--- src/rtl/frame_write_sched.sv ---
// rtl/frame_write_sched.sv - frame FIFO read scheduler issuing SSD write commands and streaming frames
// Optional sync-word / frame-counter checker enabled by defining FRAME_CHECK_EN.
module frame_write_sched #(
    parameter int unsigned FRAME_BYTES    = 1024,
    parameter int unsigned SECT_PER_FRAME = 2,
    parameter logic [31:0] START_LBA      = 32'd0,
    parameter logic [31:0] END_LBA        = 32'hFFFF_FFFF
) (
    input  logic        clk,
    input  logic        nRST,
    input  logic        enable,
    input  logic [14:0] rdusedw,
    output logic        fifo_rdreq,
    input  logic [7:0]  fifo_q,
    output logic        cmd_req,
    output logic [31:0] cmd_lba,
    output logic [7:0]  cmd_cnt,
    input  logic        cmd_ack,
    input  logic        wr_ready,
    output logic [7:0]  wr_data,
    output logic        wr_valid,
    output logic        frame_done,
    output logic [31:0] frame_cnt,
    output logic        busy,
    output logic        sync_err,
    output logic [15:0] err_cnt
);
    typedef enum logic [2:0] {S_IDLE, S_REQ, S_STREAM, S_DRAIN, S_DONE} state_t;

    localparam int CW = $clog2(FRAME_BYTES + 1);
    localparam logic [CW-1:0] FB      = CW'(FRAME_BYTES);
    localparam logic [CW-1:0] FB_LAST = CW'(FRAME_BYTES - 1);

    state_t        state, state_nxt;
    logic [CW-1:0] rd_cnt;
    logic          primed;
    logic [32:0]   lba_end;
    logic          lba_wrap;

    assign cmd_cnt  = 8'(SECT_PER_FRAME);
    assign wr_data  = fifo_q;
    assign lba_end  = {1'b0, cmd_lba} + 33'(2 * SECT_PER_FRAME) - 33'd1;
    assign lba_wrap = lba_end > {1'b0, END_LBA};

    always_comb begin
        state_nxt  = state;
        cmd_req    = 1'b0;
        fifo_rdreq = 1'b0;
        frame_done = 1'b0;
        case (state)
            S_IDLE: begin
                if (enable && ({17'd0, rdusedw} >= FRAME_BYTES))
                    state_nxt = S_REQ;
            end
            S_REQ: begin
                cmd_req = 1'b1;
                if (cmd_ack)
                    state_nxt = S_STREAM;
            end
            S_STREAM: begin
                // first STREAM cycle is spent letting the accepted command settle
                fifo_rdreq = primed && wr_ready && (rd_cnt < FB);
                if (fifo_rdreq && (rd_cnt == FB_LAST))
                    state_nxt = S_DRAIN;
            end
            S_DRAIN: state_nxt = S_DONE;
            S_DONE: begin
                frame_done = 1'b1;
                state_nxt  = S_IDLE;
            end
            default: state_nxt = S_IDLE;
        endcase
    end

    always_ff @(posedge clk or negedge nRST) begin
        if (!nRST) begin
            state     <= S_IDLE;
            rd_cnt    <= '0;
            primed    <= 1'b0;
            busy      <= 1'b0;
            wr_valid  <= 1'b0;
            frame_cnt <= 32'd0;
            cmd_lba   <= START_LBA;
        end else begin
            state    <= state_nxt;
            busy     <= (state_nxt != S_IDLE);
            wr_valid <= fifo_rdreq;
            primed   <= (state == S_STREAM);
            if (state == S_IDLE)
                rd_cnt <= '0;
            else if (fifo_rdreq)
                rd_cnt <= rd_cnt + 1'b1;
            if (state == S_DONE) begin
                frame_cnt <= frame_cnt + 32'd1;
                cmd_lba   <= lba_wrap ? START_LBA : cmd_lba + 32'(SECT_PER_FRAME);
            end
        end
    end

`ifdef FRAME_CHECK_EN
    logic [3:0]  beat_idx;
    logic [23:0] cnt_hi;
    logic [31:0] exp_cnt;
    logic [31:0] rx_cnt;
    logic        have_exp;
    logic        frame_bad;
    logic [7:0]  sync_byte;

    assign rx_cnt = {cnt_hi, fifo_q};

    always_comb begin
        sync_byte = 8'h1D;
        case (beat_idx[1:0])
            2'd0:    sync_byte = 8'h1A;
            2'd1:    sync_byte = 8'hCF;
            2'd2:    sync_byte = 8'hFC;
            default: sync_byte = 8'h1D;
        endcase
    end

    always_ff @(posedge clk or negedge nRST) begin
        if (!nRST) begin
            beat_idx  <= 4'd0;
            cnt_hi    <= 24'd0;
            exp_cnt   <= 32'd0;
            have_exp  <= 1'b0;
            frame_bad <= 1'b0;
            sync_err  <= 1'b0;
            err_cnt   <= 16'd0;
        end else begin
            if (state == S_IDLE)
                beat_idx <= 4'd0;
            else if (wr_valid && (beat_idx < 4'd8))
                beat_idx <= beat_idx + 4'd1;
            if (wr_valid && (beat_idx < 4'd4) && (fifo_q != sync_byte))
                frame_bad <= 1'b1;
            if (wr_valid && (beat_idx >= 4'd4) && (beat_idx < 4'd7))
                cnt_hi <= {cnt_hi[15:0], fifo_q};
            // match, first load and resync all continue from the received value
            if (wr_valid && (beat_idx == 4'd7)) begin
                if (have_exp && (rx_cnt != exp_cnt))
                    frame_bad <= 1'b1;
                exp_cnt  <= rx_cnt + 32'd1;
                have_exp <= 1'b1;
            end
            if (state == S_DONE) begin
                frame_bad <= 1'b0;
                if (frame_bad) begin
                    sync_err <= 1'b1;
                    if (err_cnt != 16'hFFFF)
                        err_cnt <= err_cnt + 16'd1;
                end
            end
        end
    end
`else
    assign sync_err = 1'b0;
    assign err_cnt  = 16'd0;
`endif

endmodule

--- config.mk ---
export PLATFORM = sky130hd
export DESIGN_NAME = frame_write_sched
export DESIGN_NICKNAME = d
export VERILOG_FILES = /design/src/rtl/frame_write_sched.sv
export SDC_FILE = /design/constraint.sdc
export NUM_CORES = 1
export LEC_CHECK = 0
export CORE_MARGIN = 5
export CORE_UTILIZATION = 43
export DETAILED_ROUTE_END_ITERATION = 8
export PLACE_DENSITY = 0.74
export SYNTH_ARGS = -nofsm -noshare
export SYNTH_HDL_FRONTEND = slang
export SYNTH_SLANG_ARGS = --single-unit
--- constraint.sdc ---
create_clock -name clk -period 2.54 [get_ports clk]
set_input_delay 0.381 -clock clk [delete_from_list [all_inputs] [get_ports clk]]
set_output_delay 0.381 -clock clk [all_outputs]
set_load 0.03 [all_outputs]
==> results by group <==
Yosys
  • Post-synth top cells: 80 x dfrtp_1, 62 x nand2_1, 35 x buf_4, 33 x nor2_1, 30 x nand3_1
  • Most used DFF post-synth: dfrtp_1
  • Syn. warnings: 0
  • Gate Count Post-Synth: 492
  • Netlist cell types: 56
  • Largest family of logic cells by synthesized area: simple AND/OR/NAND/NOR gates
  • Fraction of registers with async set/reset: 1.00
  • Post-synthesis xor/xnor area fraction: 0.0875
  • Adder-cell share of the synthesized area: 0.0111
  • Syn_area_per_cell: 9.15 sq um
  • Synth area leaders: dfrtp_1 44%, buf_4 5.8%, xnor2_1 5.3%, nand2_1 5.2%, xor2_1 3.5%
  • Post-synth top area cell: dfrtp_1
  • Synth Area in Compound Gates: 0.104
  • Sequential element share of the synthesized area: 0.445
  • Post-synthesis simple-gate area fraction: 0.260
  • Mux contribution to synthesized area: 0.00222
  • Synth Cell Area: ~0.0045 sq mm
  • Share of the synthesized area in the top cell type: 0.445
  • Most frequent cell after synthesis: dfrtp_1
  • Synth Register Bits: 80
  • Post-synth EDFFs: 0

Route
  • DRT iter0 DRCs: between 200 and 250
  • Remaining DRCs: 0
  • Vias/cell: 5.35
  • Drt first pass iters: 6
  • ANT nets after route: 0
  • Per-cell routed wire length: 15.5 um
  • DRT Wirelength: 11.4 mm
  • Routed vias: about 3900

Finish
  • Nets@finish: around 620
  • Seq. cell area: about 0.0020 sq mm
  • Multi-input combinational cell area: 0.00228 sq mm
  • Ant. Diodes: 0
  • Fin util: 0.565
  • Final Cell Area: 0.00580 sq mm
  • Filler cells: 934
  • Layout cells sized above 1: 0.171
  • Layout area overhead: 28.9%

GRT
  • GRT Util Overall: 0.179
  • M3 GR Usage: 0.0318
  • Met1 usage: 0.235
  • Grt peak-use layer: met2
  • Largest net degree at the start of global routing: 39
  • Grt met2 use: 0.298
  • Antenna violations before repair: 0
  • Vias in the first global route: 3799
  • First-pass GRT wire length: about 19 mm
  • Grt ovf: 0

Floorplan
  • Site Rows: 37
  • Die ar.: ~0.013 sq mm
  • # IOs: 130
  • Die X: 112 um
  • Core area: around 0.01 sq mm
  • Effective utilization at floorplan: 0.438
  • Die span in y: 112 um

Critical path
  • Crit path kind: reg -> reg
  • Startpoint types: flip-flop
  • Required @ worst endpoint: 2.78 ns
  • Maximum fanout along the worst path: 8
  • Worst path arrival time: 2.73 ns
  • Critical path endpoint category: flip-flop

Place
  • GPL Wtd Cong: 0.868
  • IO Port Bufs: 77
  • Detailed placement HPWL: 8.29 mm
  • Dpl cell area: 0.00549 sq mm

Pwr
  • Reg power frac: 0.550
  • Leak: 2.48 nW
  • Power, Total: 2.50 mW
  • Peak supply drop: 244 uV
  • Sw power: between 700 and 800 uW
  • Internal power: ~1.8 mW
  • Pwr dens: 431 mW/mm^2
  • Clock share of power: 0.362
  • Comb power frac: 0.088
  • Sw frac: 0.283

Timing
  • Fin crit period: 2.49 ns
  • Hold WS: ~0.48 ns
  • Final hold vios: 0
  • Setup violators final: 0
  • Final Slew Violations: 0
  • Crit share post-route: 0.980
  • Setup TNS: 0 ns
  • Clock Skew: 0.0175 ns
  • Fmax: 402 MHz

Worst hold path
  • Worst Hold Class: reg -> reg

Flow run
  • MaxCap Viol Count: 0

Clock tree
  • H-tree depth: 3
  • Root Driver: clkbuf_8
  • CTS tree: done
  • Longest Clk Path Bufs: 2
  • Sink Count: 80
  • Clk_lat worst skew: 0.36 ns
  • Cts bufs inserted: 9
  • Clock slew at reported path FFs: around 0.090 ns

Run status
  • Status: completed
metrics by stage:
stage | setup WS (ns) | instances
6_report | 0.0510 | 733
5_1_grt | -0.117 | 733
4_1_cts | 0.000369 | 730
3_5_place_dp | -0.00236 | 713
3_3_place_gp | 0.0627 | 713
2_1_floorplan | 0.00143 | 516
layout make-up:
| type | instances | area share |
|---|---|---|
| Timing Repair Buffer | 120 | 0.192 |
| Sequential cell | 80 | 0.347 |
| Clock inverter | 6 | 0.00862 |
| Multi-Input combinational cell | 370 | 0.393 |
| Tap cell | 136 | 0.0293 |
| Inverter | 11 | 0.00711 |
| Clock buffer | 10 | 0.0237 |
power by group through the flow:
stage / sequential (mW) / combinational [mW] / clock (mW)
floorplan: 1.39 / 0.204 / 0
global placement: 1.40 / 0.211 / 0
detailed placement: 1.40 / 0.221 / 0
CTS: 1.37 / 0.224 / 0.929
global route: 1.38 / 0.254 / 0.988
finish: 1.37 / 0.220 / 0.906
repair_timing:
| action | 4_1_cts | 5_1_grt |
|---|---|---|
| hold buffers | 1 | 0 |
| endpoints found under the hold margin | 28 | 0 |
| setup buffers | 0 | 3 |
| gates resized for setup | 4 | 18 |
| endpoints found under the setup margin | 2 | 31 |
| pin swaps | 0 | 1 |
logic make-up (layout without fill, tap and decap cells):
logic type               after synthesis  after routing
other                                  2             26
adder cells (fa/ha/maj)                4              4
AND/OR/NAND/NOR                      225            225
AO/OA/AOI/OAI                         69             69
buffers and inverters                 66            147
XOR/XNOR                              45             45
flip-flops                            80             80
multiplexers                           1              1
state kept, by name (all words and copies together), names as in the netlist:
signal / count
frame_cnt: 32
busy: 1
state: 3
wr_valid: 1
primed: 1
rd_cnt: 11
cmd_lba: 31
worst paths after layout:
path	cells after the start	slack (ns)	endpoint	startpoint
min reg2reg	1	0.48	frame_cnt[31]$_DFFE_PN0P_	frame_cnt[31]$_DFFE_PN0P_
max reg2reg	9	0.05	cmd_lba[3]$_DFFE_PN0P_	cmd_lba[5]$_DFFE_PN0P_
max	9	0.05	cmd_lba[3]$_DFFE_PN0P_	cmd_lba[5]$_DFFE_PN0P_
max in group asynchronous	3	1.46	cmd_lba[1]$_DFFE_PN0P_	nRST
min in group asynchronous	2	0.51	frame_cnt[18]$_DFFE_PN0P_	nRST
min	1	0.48	frame_cnt[31]$_DFFE_PN0P_	frame_cnt[31]$_DFFE_PN0P_
cell usage in the layout, fill, tap and decap left out, types with 22 or more instances in the layout:
master / instances
a21oi_1: 22
dfrtp_1: 70
nand4_1: 23
nor2_1: 32
nand3_1: 27
conb_1: 26
clkdlybuf4s50_1: 74
xnor2_1: 27
buf_4: 41
nand2_1: 61
critical path: stages, from the launching register on:
cell and delay, ns:
dfrtp_2 0.45, nand4_1 0.25, buf_4 0.22, nor3_1 0.19, o2111ai_2 0.18, a2111oi_4 0.42, nand4_4 0.21, buf_6 0.20
a32oi_2 0.19, nand2_1 0.07
layer usage:
layer / part of all wire / up-vias
met5: 0 / -
met4: 0.020 / 0
met3: 0.062 / 24
met2: 0.48 / 133
met1: 0.44 / 1891
li1: - / 1870
Power figures use the tool's default switching activity.
